### src/rtl/arb_pkg.sv
// rtl/arb_pkg.sv - shared types and default sizes for the resource cover arbiter
package arb_pkg;

    localparam int DEF_NREQ = 4;
    localparam int DEF_NRES = 6;

    typedef enum logic [1:0] {
        IDLE = 2'd0,
        WAIT = 2'd1,
        HOLD = 2'd2
    } req_state_t;

endpackage

### src/rtl/mask_cover.sv
// rtl/mask_cover.sv - checks whether a needed resource set is fully available
module mask_cover
    import arb_pkg::*;
#(
    parameter int NRES = DEF_NRES
) (
    input  logic [NRES-1:0] need,
    input  logic [NRES-1:0] avail,
    output logic            ok,
    output logic [NRES-1:0] fit
);

    // An empty request never counts as covered; otherwise every needed bit must be free
    assign ok  = (|need) && ((need & ~avail) == '0);
    assign fit = need & avail;

endmodule

### src/rtl/resource_cover_arbiter.sv
// rtl/resource_cover_arbiter.sv - round-robin arbiter granting whole resource sets
module resource_cover_arbiter
    import arb_pkg::*;
#(
    parameter int NREQ = DEF_NREQ,
    parameter int NRES = DEF_NRES
) (
    input  logic                 clk,
    input  logic                 reset_n,
    input  logic [NREQ-1:0]      req,
    input  logic [NREQ*NRES-1:0] req_mask,
    input  logic [NREQ-1:0]      rel,
    output logic [NREQ-1:0]      grant,
    output logic [NREQ*NRES-1:0] held,
    output logic [NRES-1:0]      free_mask,
    output logic [NREQ-1:0]      err
);

    localparam int PW = (NREQ > 1) ? $clog2(NREQ) : 1;

    req_state_t           state_q [NREQ];
    req_state_t           state_d [NREQ];
    logic [PW-1:0]        rr_ptr_q;
    logic [PW-1:0]        rr_ptr_d;
    logic [NREQ-1:0]      cover_ok;
    logic [NRES-1:0]      cover_fit [NREQ];
    logic [NREQ-1:0]      eligible;
    logic                 win_valid;
    logic [PW-1:0]        win_idx;
    logic [NREQ-1:0]      grant_d;
    logic [NREQ-1:0]      err_d;
    logic [NREQ*NRES-1:0] held_d;
    logic [NRES-1:0]      busy_d;

    // Coverage is judged against the registered free mask, so bits freed this
    // cycle only become grantable on the following evaluation.
    for (genvar g = 0; g < NREQ; g++) begin : g_cover
        mask_cover #(.NRES(NRES)) u_cover (
            .need  (req_mask[g*NRES +: NRES]),
            .avail (free_mask),
            .ok    (cover_ok[g]),
            .fit   (cover_fit[g])
        );
        assign eligible[g] = (state_q[g] == WAIT) && req[g] && cover_ok[g];
    end

    // Rotating-priority pick: first eligible requester at or after rr_ptr
    always_comb begin : p_pick
        logic [PW-1:0] idx;
        win_valid = 1'b0;
        win_idx   = '0;
        idx       = '0;
        for (int off = 0; off < NREQ; off++) begin
            idx = PW'((int'(rr_ptr_q) + off) % NREQ);
            if (!win_valid && eligible[idx]) begin
                win_valid = 1'b1;
                win_idx   = idx;
            end
        end
    end

    // Pointer moves just past the winner so it gets lowest priority next time
    always_comb begin
        rr_ptr_d = rr_ptr_q;
        grant_d  = '0;
        if (win_valid) begin
            rr_ptr_d = (win_idx == PW'(NREQ - 1)) ? '0 : win_idx + PW'(1);
            grant_d  = NREQ'(1) << win_idx;
        end
    end

    // Per-requester FSM transitions, ownership updates and error detection
    always_comb begin
        err_d  = '0;
        held_d = held;
        for (int i = 0; i < NREQ; i++) begin
            state_d[i] = state_q[i];
            case (state_q[i])
                IDLE: begin
                    if (req[i]) begin
                        if (|req_mask[i*NRES +: NRES]) state_d[i] = WAIT;
                        else                           err_d[i]   = 1'b1;
                    end
                end
                WAIT: begin
                    if (!req[i]) begin
                        state_d[i] = IDLE;
                    end else if (win_valid && (win_idx == PW'(i))) begin
                        state_d[i]                = HOLD;
                        held_d[i*NRES +: NRES]    = cover_fit[i];
                    end
                end
                HOLD: begin
                    if (rel[i]) begin
                        state_d[i]             = IDLE;
                        held_d[i*NRES +: NRES] = '0;
                    end
                end
                default: state_d[i] = IDLE;
            endcase
            if (rel[i] && (state_q[i] != HOLD)) err_d[i] = 1'b1;
        end
    end

    // Free mask is derived from the next ownership so it always matches held
    always_comb begin
        busy_d = '0;
        for (int i = 0; i < NREQ; i++) begin
            busy_d = busy_d | held_d[i*NRES +: NRES];
        end
    end

    // State, pointer and all registered outputs
    always_ff @(posedge clk or negedge reset_n) begin
        if (!reset_n) begin
            for (int i = 0; i < NREQ; i++) state_q[i] <= IDLE;
            rr_ptr_q  <= '0;
            grant     <= '0;
            err       <= '0;
            held      <= '0;
            free_mask <= '1;
        end else begin
            for (int i = 0; i < NREQ; i++) state_q[i] <= state_d[i];
            rr_ptr_q  <= rr_ptr_d;
            grant     <= grant_d;
            err       <= err_d;
            held      <= held_d;
            free_mask <= ~busy_d;
        end
    end

endmodule

### config.mk
export PLATFORM = sky130hd
export DESIGN_NAME = resource_cover_arbiter
export DESIGN_NICKNAME = d
export VERILOG_FILES = /design/src/rtl/arb_pkg.sv /design/src/rtl/mask_cover.sv /design/src/rtl/resource_cover_arbiter.sv
export SDC_FILE = /design/constraint.sdc
export NUM_CORES = 1
export LEC_CHECK = 0
export CORE_MARGIN = 2
export CORE_UTILIZATION = 52
export CTS_CLUSTER_DIAMETER = 40
export DETAILED_ROUTE_END_ITERATION = 12
export PLACE_DENSITY = 0.85
export SYNTH_ARGS = -nofsm -noshare
export SYNTH_HDL_FRONTEND = slang
export SYNTH_SLANG_ARGS = --single-unit
### constraint.sdc
create_clock -name clk -period 6.6 [get_ports clk]
set_clock_uncertainty 0.2 [all_clocks]
set_input_delay 1.65 -clock clk [delete_from_list [all_inputs] [get_ports clk]]
set_output_delay 1.65 -clock clk [all_outputs]
set_load 0.005 [all_outputs]
# Word-level counts from Yosys, hierarchy flattened

Cells that the tools add are included.
Widths: inputs -> output; s select.

Add/sub/neg operators: 4
$mul: 0
Div/mod/pow operators: 0
Order comparisons: 4
Equal/unequal tests: 31
Shift operators: 1
Mux-type cells: 74
Bitwise logic cells: 13
Reduce and logical (&&, ||, !) cells: 43

Operator list:

| cell                | count |
|---|---|
| $mux 6              | 12 |
| $mux 2              | 25 |
| $and 6x6->6         | 8 |
| $pmux 6 s2          | 4 |
| $ne 2x2->1 const B  | 16 |
| $logic_not 6->1     | 4 |
| $mux 1              | 24 |
| $pmux 2 s3          | 4 |
| $reduce_or 6->1     | 4 |
| $logic_and 1x1->1   | 23 |
| $or 6x6->6          | 3 |
| $reduce_and 4->1    | 4 |
| $eq 2x2->1 const B  | 6 |
| $lt 2x3->1 const B  | 4 |
| $ne 3x2->1 const B  | 4 |
| $not 6->6           | 2 |
| $eq 2x1->1 const B  | 5 |
| $logic_not 2->1     | 5 |
| $bmux 1 s2          | 4 |
| $add 2x1->2 const B | 2 |
| $add 2x2->2 const B | 2 |
| $mux 4              | 1 |
| $shl 1x2->4 const A | 1 |
| $logic_not 1->1     | 3 |

Register bits after elaboration: 48
Latch bits: 0
RAM bits: 0
Bits in read-only memories: 0
Bits of input ports: 34
Word-level logic and storage cells: 179
Memories kept: 0

# Longest topological paths before layout

Gate-level depths: netlist of run 1.

Word-level depth: 26
Gate-level depth with buffers: 15
Gate-level depth less buffers: 15

# Modules after synthesis

Synthesis of run 1 repeated with hierarchy kept, for this count alone.

Cells, all modules: 288
Area total of the unflattened synthesis: 2855.2 µm²

By module, submodules not included:

| module                 | times used | cells an instance | area an instance (µm²) | seq. area each (µm²) |
|---|---|---|---|---|
| resource_cover_arbiter | 1          | 220               | 2409.8                 | 1208.7 |
| mask_cover             | 4          | 17                | 111.4                  | 0.0 |

# Least setup slack after synthesis of run 1

Ideal clock, no wire load.

Path type: in2reg
From: in req_mask[1]
To: reg free_mask[0]
Setup time: 0.090 ns
Arrival time: 4.235 ns
Setup slack: 2.075 ns
Stages: 13
Cell sequence: or4_1 > nor3_2 > nand4b_4 > or2_2 > nand2_1 > a21oi_1 > o22a_1 > ha_1 > nand2_1 > a41oi_1 > o221ai_1 > a32o_2 > nor4_2

Elaborated cells on any way between the ends: 51

RTL lines:

| what                         | RTL line                      | text |
|---|---|---|
| from (decl)                  | resource_cover_arbiter.sv:11  | `input logic [NREQ*NRES-1:0] req_mask,` |
| $and 6x6->6                  | mask_cover.sv:14              | `assign ok = (\|need) && ((need & ~avail) == '0);` |
| $logic_not 6->1              | mask_cover.sv:14              |  |
| $logic_and 1x1->1 *          | mask_cover.sv:14              |  |
| $logic_and 1x1->1 *          | resource_cover_arbiter.sv:44  | `assign eligible[g] = (state_q[g] == WAIT) && req[g] && cover_ok[g];` |
| $bmux 1 s2                   | resource_cover_arbiter.sv:55  | `if (!win_valid && eligible[idx]) begin` |
| $mux 1 (implied by the code) | resource_cover_arbiter.sv:55  |  |
| $mux 1                       | resource_cover_arbiter.sv:55  |  |
| $logic_not 1->1              | resource_cover_arbiter.sv:55  |  |
| (+8 left out)                | -                             |  |
| $eq 2x2->1                   | resource_cover_arbiter.sv:88  | `end else if (win_valid && (win_idx == PW'(i))) begin` |
| $logic_and 1x1->1 *          | resource_cover_arbiter.sv:88  |  |
| $mux 6 *                     | resource_cover_arbiter.sv:88  |  |
| $mux 6 *                     | resource_cover_arbiter.sv:86  | `if (!req[i]) begin` |
| $pmux 6 s2 *                 | resource_cover_arbiter.sv:78  | `case (state_q[i])` |
| named net held_d[12]         | resource_cover_arbiter.sv:32  | `logic [NREQ*NRES-1:0] held_d;` |
| $or 6x6->6 * (2 in series)   | resource_cover_arbiter.sv:109 | `busy_d = busy_d \| held_d[i*NRES +: NRES];` |
| $not 6->6 *                  | resource_cover_arbiter.sv:128 | `free_mask <= ~busy_d;` |
| to (signal assigned)         | resource_cover_arbiter.sv:128 |  |
| to (decl)                    | resource_cover_arbiter.sv:15  | `output logic [NRES-1:0] free_mask,` |

Mark *: on every way through the listed nets, which the timed path passes. The rest lies on a longest branch. The select of a mux whose other input is x is not followed.
A chain may end at the register's enable or synchronous reset.

# Final worst setup path of run 1

From: in req_mask[1]
To: reg free_mask[0]

Elaborated cells on any way between the ends: 51

RTL lines:

| what                         | RTL line |
|---|---|
| $and 6x6->6                  | mask_cover.sv:14 |
| $logic_not 6->1              | mask_cover.sv:14 |
| $logic_and 1x1->1 *          | mask_cover.sv:14 |
| $logic_and 1x1->1 *          | resource_cover_arbiter.sv:44 |
| $bmux 1 s2                   | resource_cover_arbiter.sv:55 |
| $mux 1 (implied by the code) | resource_cover_arbiter.sv:55 |
| $mux 1                       | resource_cover_arbiter.sv:55 |
| $logic_not 1->1              | resource_cover_arbiter.sv:55 |
| (+8 left out)                | - |
| $eq 2x2->1                   | resource_cover_arbiter.sv:88 |
| $logic_and 1x1->1 *          | resource_cover_arbiter.sv:88 |
| $mux 6 *                     | resource_cover_arbiter.sv:88 |
| $mux 6 *                     | resource_cover_arbiter.sv:86 |
| $pmux 6 s2 *                 | resource_cover_arbiter.sv:78 |
| named net held_d[18]         | resource_cover_arbiter.sv:32 |
| $or 6x6->6 *                 | resource_cover_arbiter.sv:109 |
| $not 6->6 *                  | resource_cover_arbiter.sv:128 |

Marked as above.

==> flow_summary.json, run 1 <==
{
  "wirelength_mm": 7.583,
  "path_max_fanout": 9,
  "grt_pass1_vias": 2508,
  "utilization_pct": 71.07,
  "cts_buffers": 5,
  "setup_viol": 0,
  "die_h_um": 75.98,
  "netlist_top_cells_count": "dfrtp_1, inv_1, nand2_1, a32o_1, ha_1",
  "ys_ff_latch": 48,
  "ios": 72,
  "fin_setup_tns_ns": 0,
  "cts_buffer_depth": 2,
  "critPathMostFrequentCell": "nand2_1",
  "htreeDepth": 2,
  "cp.required_ns": 6.61,
  "dieArea_mm2": 0.005772,
  "ant_nets": 0,
  "hold_path.class": "register to register",
  "wl_per_cell_um": 19.05,
  "dpl.hpwl_mm": 5.768,
  "grt_max_degree": 49,
  "synthesis.instances": 249,
  "drive_gt1_share_pct": 13.11,
  "drt_iter0_markers": 241,
  "path_class": "primary input to register",
  "async_reset_ff_share_pct": 100.0,
  "synth_ff_type": "dfrtp_1",
  "num_rows": 26,
  "max_freq_ghz": 0.1874,
  "fin_crit_ns": 5.336,
  "cts_hold_buf": 0,
  "syn-cell-area_mm2": 0.002694,
  "critPathArrivalTime_ns": 5.34,
  "synthesis.nets": 299,
  "die_w_um": 75.98,
  "synth-edff-count": 0,
  "post_cts_buffers": 0,
  "num-nets-final": 377,
  "path_cells": "clkdlybuf4s50_1 -> or4_1 -> nor3_2 -> nand4b_4 -> or2_2 -> nand2_1 -> a21oi_1 -> o22a_1 -> ha_1 -> nand2_1 -> a41oi_1 -> o221ai_1 -> a32o_1 -> nor4_2",
  "grt_pass1_wl_mm": 12.54,
  "yosys.area.top_type": "dfrtp_1",
  "numPortBuffers": 71,
  "ys_top_cells_by_area": "dfrtp_1, a32o_1, ha_1, dfstp_2, inv_1",
  "drc_errors": 0,
  "worstSetupEndpointType": "register",
  "drv_cap": 0,
  "overflow": 0,
  "finalHoldViolCount": 0,
  "yosysTopAreaCellShare_pct": 39.02,
  "viasPerCell": 6.317,
  "path_clk_slew_ns": 0.09,
  "crit_family": "simple AND/OR/NAND/NOR gates",
  "synth_most_common_cell": "dfrtp_1",
  "rsz0062_at_grt": "false",
  "cp-startpoint": "req_mask[1]",
  "coreArea_mm2": 0.005042,
  "max-slew-margin-rel_pct": 30.84,
  "cp-start-kind": "primary input",
  "cts_resized": 0,
  "period_share_pct": 80.86,
  "avgSynthCellArea_um2": 10.82,
  "final.fill_count": 367,
  "ys_warn_count": 0,
  "areaGrowthSynthToFinish_pct": 33.02,
  "cpPeakStageDelay_ns": 0.56,
  "ir_worst_vdd_uv": 183.9,
  "clk_latency_ns": 0.31,
  "ys_seq_area_share_pct": 44.87,
  "grt_usage_pct": 27.15,
  "clock_sinks": 48,
  "num_vias": 2514,
  "worst_slew_pin_slew_ns": 1.037,
  "crit_path_top_delay_cell": "or4_1",
  "place.gp.congestion": 0.8631,
  "cts_tree": "built",
  "status": "completed",
  "antenna_found_initial": 0,
  "min-delay-start": "state_q[4]",
  "start_util_pct": 53.42,
  "synth_cell_types": 39,
  "maxSlewViolCount": 0,
  "path_buf_inv": 1,
  "antenna_cells": 0,
  "drt_pass1_iterations": 5,
  "p_leak_nw": 1.588,
  "r2r_start": "state_q[1]",
  "cts_root_buf": "clkbuf_8",
  "power_density_mw_per_mm2": 365.6
}
state kept, by name, indices dropped and copies added (netlist names):
register and cells:
held 24, state_q 8, free_mask 6, err 4
grant 4, rr_ptr_q 2
cells in the final DEF, fill, tap and decap left out, types with 9 or more instances in the layout:
master,count
dfrtp_1,42
inv_1,32
nand2_1,23
o21ai_0,12
ha_1,16
nor2_1,12
a21oi_1,9
clkdlybuf4s50_1,70
a32o_1,22
routing by layer:
layer | vias up | global-route usage (%) | share of wire (%)
met5 | - | 0 | 0
met4 | 0 | 9.455 | 2.0
met3 | 18 | 5.332 | 7.2
met2 | 123 | 45.89 | 50
met1 | 1250 | 35.11 | 41
li1 | 1123 | - | -
final timing paths:
check	endpoint	cells past startpoint	slack, ns
hold reg to reg	state_q[4]	1	0.34
hold / removal	state_q[4]	1	0.34
setup reg to reg	free_mask[0]	13	2.60
max in group asynchronous	rr_ptr_q[0]	1	4.23
min in group asynchronous	grant[1]	1	1.31
setup / recovery	free_mask[0]	14	1.26
through the flow:
step | power [mW] | hold WS, ns | cells | cell area (µm²) | setup slack, ns
floorplan | 0.8638 | 0.2923 | 249 | 2694 | 2.075
global placement | 1.094 | 0.3202 | 390 | 3487 | 1.152
detailed placement | 1.112 | 0.3207 | 390 | 3487 | 1.057
CTS | 1.303 | 0.3428 | 398 | 3583 | 1.357
global route | 1.399 | 0.3733 | 398 | 3583 | 1.157
finish | 1.310 | 0.3358 | 398 | 3583 | 1.264
where the power goes:
| part | switching, mW | internal, mW | total (mW) |
|---|---|---|---|
| sequential | 0.0592 | 0.374 | 0.433 |
| clock | 0.102 | 0.0858 | 0.188 |
| combinational | 0.374 | 0.315 | 0.689 |
| total | 0.535 | 0.775 | 1.31 |
layout make-up:
type                    instances  area (µm²)  share of cell area, %
inverters                      33       123.9                  3.457
flip-flops and latches         48        1209                  33.73
clock buffers                   6       82.58                  2.304
well taps                      70       87.58                  2.444
repair buffers                 71       705.7                  19.69
multi-input cells             168        1361                  37.99
clock inverters                 2       13.76                 0.3841
cell families (layout without fill, tap and decap cells):
kind of cell,after synthesis,count (layout),share of synthesized area [%]
compound gates,78,78,23.55
simple gates,74,74,19.55
flops,48,48,44.87
buf+inv,33,112,4.598
fa+ha+maj,16,16,7.431
Note: power is estimated with default switching activity, not from simulation.
==> run 2, diff against run 1 <==
--- a/config.mk
+++ b/config.mk
@@ -6,10 +6,10 @@
 export NUM_CORES = 1
 export LEC_CHECK = 0
 export CORE_MARGIN = 2
-export CORE_UTILIZATION = 52
+export CORE_UTILIZATION = 44
 export CTS_CLUSTER_DIAMETER = 40
 export DETAILED_ROUTE_END_ITERATION = 12
-export PLACE_DENSITY = 0.85
+export PLACE_DENSITY = 0.77
 export SYNTH_ARGS = -nofsm -noshare
 export SYNTH_HDL_FRONTEND = slang
 export SYNTH_SLANG_ARGS = --single-unit
==> constraint.sdc (replaced) <==
create_clock -name clk -period 4.4 [get_ports clk]
set_clock_uncertainty 0.2 [all_clocks]
set_input_delay 1.1 -clock clk [delete_from_list [all_inputs] [get_ports clk]]
set_output_delay 1.1 -clock clk [all_outputs]
set_load 0.005 [all_outputs]
==> flow_summary.json, run 2 (synthesis results as in run 1) <==
{
  "max-slew-margin-rel_pct": 26.16,
  "multi_input_area_mm2": 0.001386,
  "ios": 72,
  "drc_errors": 0,
  "wirelength_mm": 8.511,
  "grt_max_degree": 49,
  "path_max_fanout": 6,
  "num_vias": 2695,
  "cts_buffers": 5,
  "drt_iter0_markers": 230,
  "layout_setup_ws_ns": 0.1537,
  "die_h_um": 82.25,
  "htreeDepth": 2,
  "pre_cts_slack_ns": -0.1446,
  "grt_pass1_vias": 2777,
  "setup_viol": 0,
  "hold_path.class": "register to register",
  "mostFrequentLayoutCells": "clkdlybuf4s50_1, buf_4, dfrtp_1",
  "comb_power_share_pct": 55.8,
  "worst_slew_pin_slew_ns": 1.108,
  "finalHoldViolCount": 0,
  "fin_crit_ns": 4.246,
  "p_seq_share_pct": 29.5,
  "grt_pass1_wl_mm": 13.72,
  "cts_tree": "built",
  "dieArea_mm2": 0.006764,
  "period_share_pct": 96.51,
  "ir_worst_vdd_uv": 341.8,
  "coreArea_mm2": 0.005921,
  "wl_per_cell_um": 18.58,
  "reg_top3": "held x24, state_q x8, free_mask x6",
  "num_rows": 28,
  "p_leak_nw": 1.864,
  "path_class": "primary input to register",
  "fin_cells": 458,
  "drive_gt1_share_pct": 25.85,
  "drv_cap": 0,
  "cp.required_ns": 4.42,
  "status": "completed",
  "p_int_mw": 1.352,
  "switching_power_uw": 847.1,
  "dpl.hpwl_mm": 6.538,
  "start_util_pct": 45.50,
  "ant_nets": 0,
  "cp-start-kind": "primary input",
  "grt_usage_pct": 27.08,
  "antenna_found_initial": 0,
  "final.fill_count": 451,
  "num-nets-final": 432,
  "antenna_cells": 0,
  "hold_slack_ns": 0.3423,
  "maxSlewViolCount": 0,
  "power_density_mw_per_mm2": 544.5,
  "top_register": "held",
  "total_power_mw": 2.199,
  "fin_setup_tns_ns": 0,
  "dp.cells": 449,
  "worstSetupEndpointType": "register",
  "areaGrowthSynthToFinish_pct": 49.93,
  "seq_area_mm2": 0.001209,
  "max_freq_ghz": 0.2355,
  "netSwitchingFraction_pct": 38.52,
  "numPortBuffers": 71,
  "cts_root_buf": "clkbuf_8",
  "overflow": 0,
  "place.gp.congestion": 0.9374,
  "p_clk_share_pct": 14.7,
  "clk_latency_ns": 0.31,
  "cts_buffer_depth": 2,
  "largest_register_ffs": 24,
  "critPathArrivalTime_ns": 4.27,
  "drt_pass1_iterations": 7,
  "viasPerCell": 5.884,
  "path_clk_slew_ns": 0.10,
  "clock_sinks": 48,
  "final_common_cell": "clkdlybuf4s50_1",
  "die_w_um": 82.25
}
## run 2: area by class of cell
class / instances / share of cell area [%]
Clock buffer: 6 / 1.797
Clock inverter: 2 / 0.8674
Multi-Input combinational cell: 168 / 34.32
Sequential cell: 48 / 29.93
Tap cell: 75 / 2.323
Inverter: 33 / 3.067
Timing Repair Buffer: 126 / 27.70
## run 2: timing repair
item,CTS,global route
setup buffers,0,1
hold buffers,0,0
resized for setup,0,4
endpoints found under the setup margin,0,4
## run 2: power by group through the flow
stage	Sequential, mW	Clock (mW)	Combinational (mW)
6_report	0.649	0.323	1.23
5_1_grt	0.662	0.345	1.34
4_1_cts	0.645	0.327	1.21
3_5_place_dp	0.652	0	1.20
3_3_place_gp	0.650	0	1.17
2_1_floorplan	0.641	0	0.655
## run 2: final timing paths
| path | depth (start not counted) | slack, ns | to | startpoint |
|---|---|---|---|---|
| min in group asynchronous | 1 | 0.80 | held[23] | reset_n |
| min reg2reg | 2 | 0.34 | state_q[3] | state_q[3] |
| max | 14 | 0.15 | free_mask[3] | req_mask[21] |
| max reg2reg | 15 | 0.79 | free_mask[3] | free_mask[0] |
| min | 2 | 0.34 | state_q[3] | state_q[3] |
| max in group asynchronous | 1 | 2.51 | rr_ptr_q[1] | reset_n |
## run 2: worst max-delay path, cell delays in order
cell and delay (ns):
clkdlybuf4s50_1 0.46, or4_4 0.56, nor3_2 0.20, nand3b_4 0.19
inv_1 0.06, o221a_2 0.32, inv_1 0.09, ha_1 0.19
nand2_1 0.06, a41oi_1 0.19, o221ai_1 0.15, buf_4 0.18
a32o_1 0.24, nor4_2 0.28
## run 2: metrics by stage
| step | area (µm²) | util [%] |
|---|---|---|
| 6_report | 4039 | 68.22 |
| 5_1_grt | 4039 | 68.22 |
| 4_1_cts | 4006 | 67.67 |
| 3_5_place_dp | 3899 | 65.85 |
| 3_3_place_gp | 3899 | 65.85 |
| 2_1_floorplan | 2694 | - |
## run 2: metal layers
| metal | share of wire, % | up-vias | wire [µm] | track usage [%] |
|---|---|---|---|---|
| met5 | 0 | - | 0 | 0 |
| met4 | 1.4 | 0 | 121 | 9.333 |
| met3 | 5.7 | 11 | 485 | 4.457 |
| met2 | 51 | 115 | 4336 | 46.13 |
| met1 | 42 | 1342 | 3568 | 34.77 |
| li1 | - | 1227 | - | - |
==> run 3, diff against run 2 <==
--- a/config.mk
+++ b/config.mk
@@ -6,10 +6,10 @@
 export NUM_CORES = 1
 export LEC_CHECK = 0
 export CORE_MARGIN = 2
-export CORE_UTILIZATION = 44
+export CORE_UTILIZATION = 52
 export CTS_CLUSTER_DIAMETER = 40
 export DETAILED_ROUTE_END_ITERATION = 12
-export PLACE_DENSITY = 0.77
+export PLACE_DENSITY = 0.85
 export SYNTH_ARGS = -nofsm -noshare
 export SYNTH_HDL_FRONTEND = slang
 export SYNTH_SLANG_ARGS = --single-unit
==> constraint.sdc (replaced) <==
create_clock -name clk -period 5.4 [get_ports clk]
set_clock_uncertainty 0.2 [all_clocks]
set_input_delay 1.35 -clock clk [delete_from_list [all_inputs] [get_ports clk]]
set_output_delay 1.35 -clock clk [all_outputs]
set_load 0.005 [all_outputs]
==> flow_summary.json, run 3 (synthesis results as in run 1) <==
{
  "status": "completed",
  "ios": 72,
  "power_density_mw_per_mm2": 444.2,
  "path_max_fanout": 9,
  "fin_crit_ns": 5.064,
  "hold_path.class": "register to register",
  "cp-start-kind": "primary input",
  "num_vias": 2486,
  "coreArea_mm2": 0.005042,
  "top_register": "held",
  "drv_cap": 0,
  "cts_resized": 0,
  "maxSlewViolCount": 0,
  "seq_area_mm2": 0.001209,
  "max_freq_ghz": 0.1975,
  "finalHoldViolCount": 0,
  "worst_slew_pin_slew_ns": 1.056,
  "num_rows": 26,
  "numPortBuffers": 71,
  "clk_latency_ns": 0.31,
  "cp.required_ns": 5.41,
  "dpl.hpwl_mm": 5.609,
  "areaGrowthSynthToFinish_pct": 33.21,
  "htreeDepth": 2,
  "grt_pass1_wl_mm": 12.32,
  "switching_power_uw": 647.2,
  "total_power_mw": 1.594,
  "worstSetupEndpointType": "register",
  "dp.cells": 391,
  "drt_iter0_markers": 211,
  "reg_top3": "held x24, state_q x8, free_mask x6",
  "num-nets-final": 378,
  "max-slew-margin-rel_pct": 29.57,
  "antenna_cells": 0,
  "comb_power_share_pct": 52.8,
  "largest_register_ffs": 24,
  "cts_hold_buf": 0,
  "dieArea_mm2": 0.005772,
  "fin_cells": 399,
  "grt_max_degree": 49,
  "final.fill_count": 369,
  "p_leak_nw": 1.587,
  "cts_buffers": 5,
  "multi_input_area_mm2": 0.001361,
  "ant_nets": 0,
  "cts_root_buf": "clkbuf_8",
  "drt_pass1_iterations": 5,
  "critPathArrivalTime_ns": 5.08,
  "antenna_found_initial": 0,
  "path_clk_slew_ns": 0.09,
  "clock_sinks": 48,
  "netSwitchingFraction_pct": 40.60,
  "grt_usage_pct": 26.50,
  "rsz0062_at_grt": "false",
  "mostFrequentLayoutCells": "clkdlybuf4s50_1, dfrtp_1, inv_1",
  "p_seq_share_pct": 33.1,
  "ir_worst_vdd_uv": 219.2,
  "wirelength_mm": 7.455,
  "p_int_uw": 946.7,
  "drive_gt1_share_pct": 13.07,
  "die_h_um": 75.98,
  "cts_buffer_depth": 2,
  "drc_errors": 0,
  "start_util_pct": 53.42,
  "period_share_pct": 93.78,
  "setup_viol": 0,
  "utilization_pct": 71.17,
  "wl_per_cell_um": 18.68,
  "overflow": 0,
  "fin_setup_tns_ns": 0,
  "post_cts_buffers": 0,
  "cts_tree": "built",
  "viasPerCell": 6.231,
  "p_clk_share_pct": 14.0,
  "die_w_um": 75.98,
  "grt_pass1_vias": 2466,
  "final_common_cell": "clkdlybuf4s50_1",
  "path_class": "primary input to register",
  "place.gp.congestion": 0.8661
}
run 3: per-stage QoR:
stage                     instance area (µm²)  worst slack, ns  hold WS, ns
after floorplan                          2694            1.175       0.2923
after detailed placement                 3495          0.09291       0.3148
after CTS                                3588           0.3937       0.3361
after global placement                   3495           0.1511       0.3197
after global routing                     3588           0.1269       0.3636
final                                    3588           0.3360       0.3337
run 3: final timing paths:
path / start / endpoint / slack (ns) / depth (start not counted)
max: req_mask[1] / free_mask[4] / 0.34 / 14
min: state_q[4] / state_q[4] / 0.33 / 1
max reg2reg: state_q[3] / free_mask[4] / 1.43 / 15
min reg2reg: state_q[4] / state_q[4] / 0.33 / 1
max in group asynchronous: reset_n / state_q[1] / 3.31 / 1
min in group asynchronous: reset_n / grant[1] / 1.03 / 1
run 3: layout make-up:
| class | count | share of cell area (%) |
|---|---|---|
| Sequential cell | 48 | 33.68 |
| Clock buffer | 7 | 2.406 |
| Clock inverter | 1 | 0.2092 |
| Tap cell | 70 | 2.441 |
| Inverter | 33 | 3.452 |
| Multi-Input combinational cell | 168 | 37.94 |
| Timing Repair Buffer | 72 | 19.87 |
run 3: power groups by stage:
stage / Clock (mW) / Sequential (mW) / Combinational (mW)
after floorplan: 0 / 0.522 / 0.534
after global placement: 0 / 0.530 / 0.806
after detailed placement: 0 / 0.531 / 0.828
after CTS: 0.227 / 0.526 / 0.835
after global routing: 0.246 / 0.538 / 0.927
final: 0.223 / 0.528 / 0.842
run 3: per-layer routing:
| layer | vias to the layer above | wire length, µm | global-route usage, % |
|---|---|---|---|
| met5 | - | 0 | 0 |
| met4 | 0 | 140 | 8.000 |
| met3 | 13 | 612 | 6.043 |
| met2 | 144 | 3617 | 44.02 |
| met1 | 1209 | 3084 | 34.89 |
| li1 | 1120 | - | - |
run 3: worst max-delay path, stage by stage:
cell             delay (ns)
clkdlybuf4s50_1        0.48
or4_1                  0.56
nor3_2                 0.27
nand4b_4               0.27
or2_2                  0.14
nand2_1                0.05
a21oi_1                0.19
o22a_1                 0.19
ha_1                   0.22
nand2_1                0.08
a41oi_1                0.19
o221ai_1               0.39
a32o_2                 0.40
nor4_2                 0.28
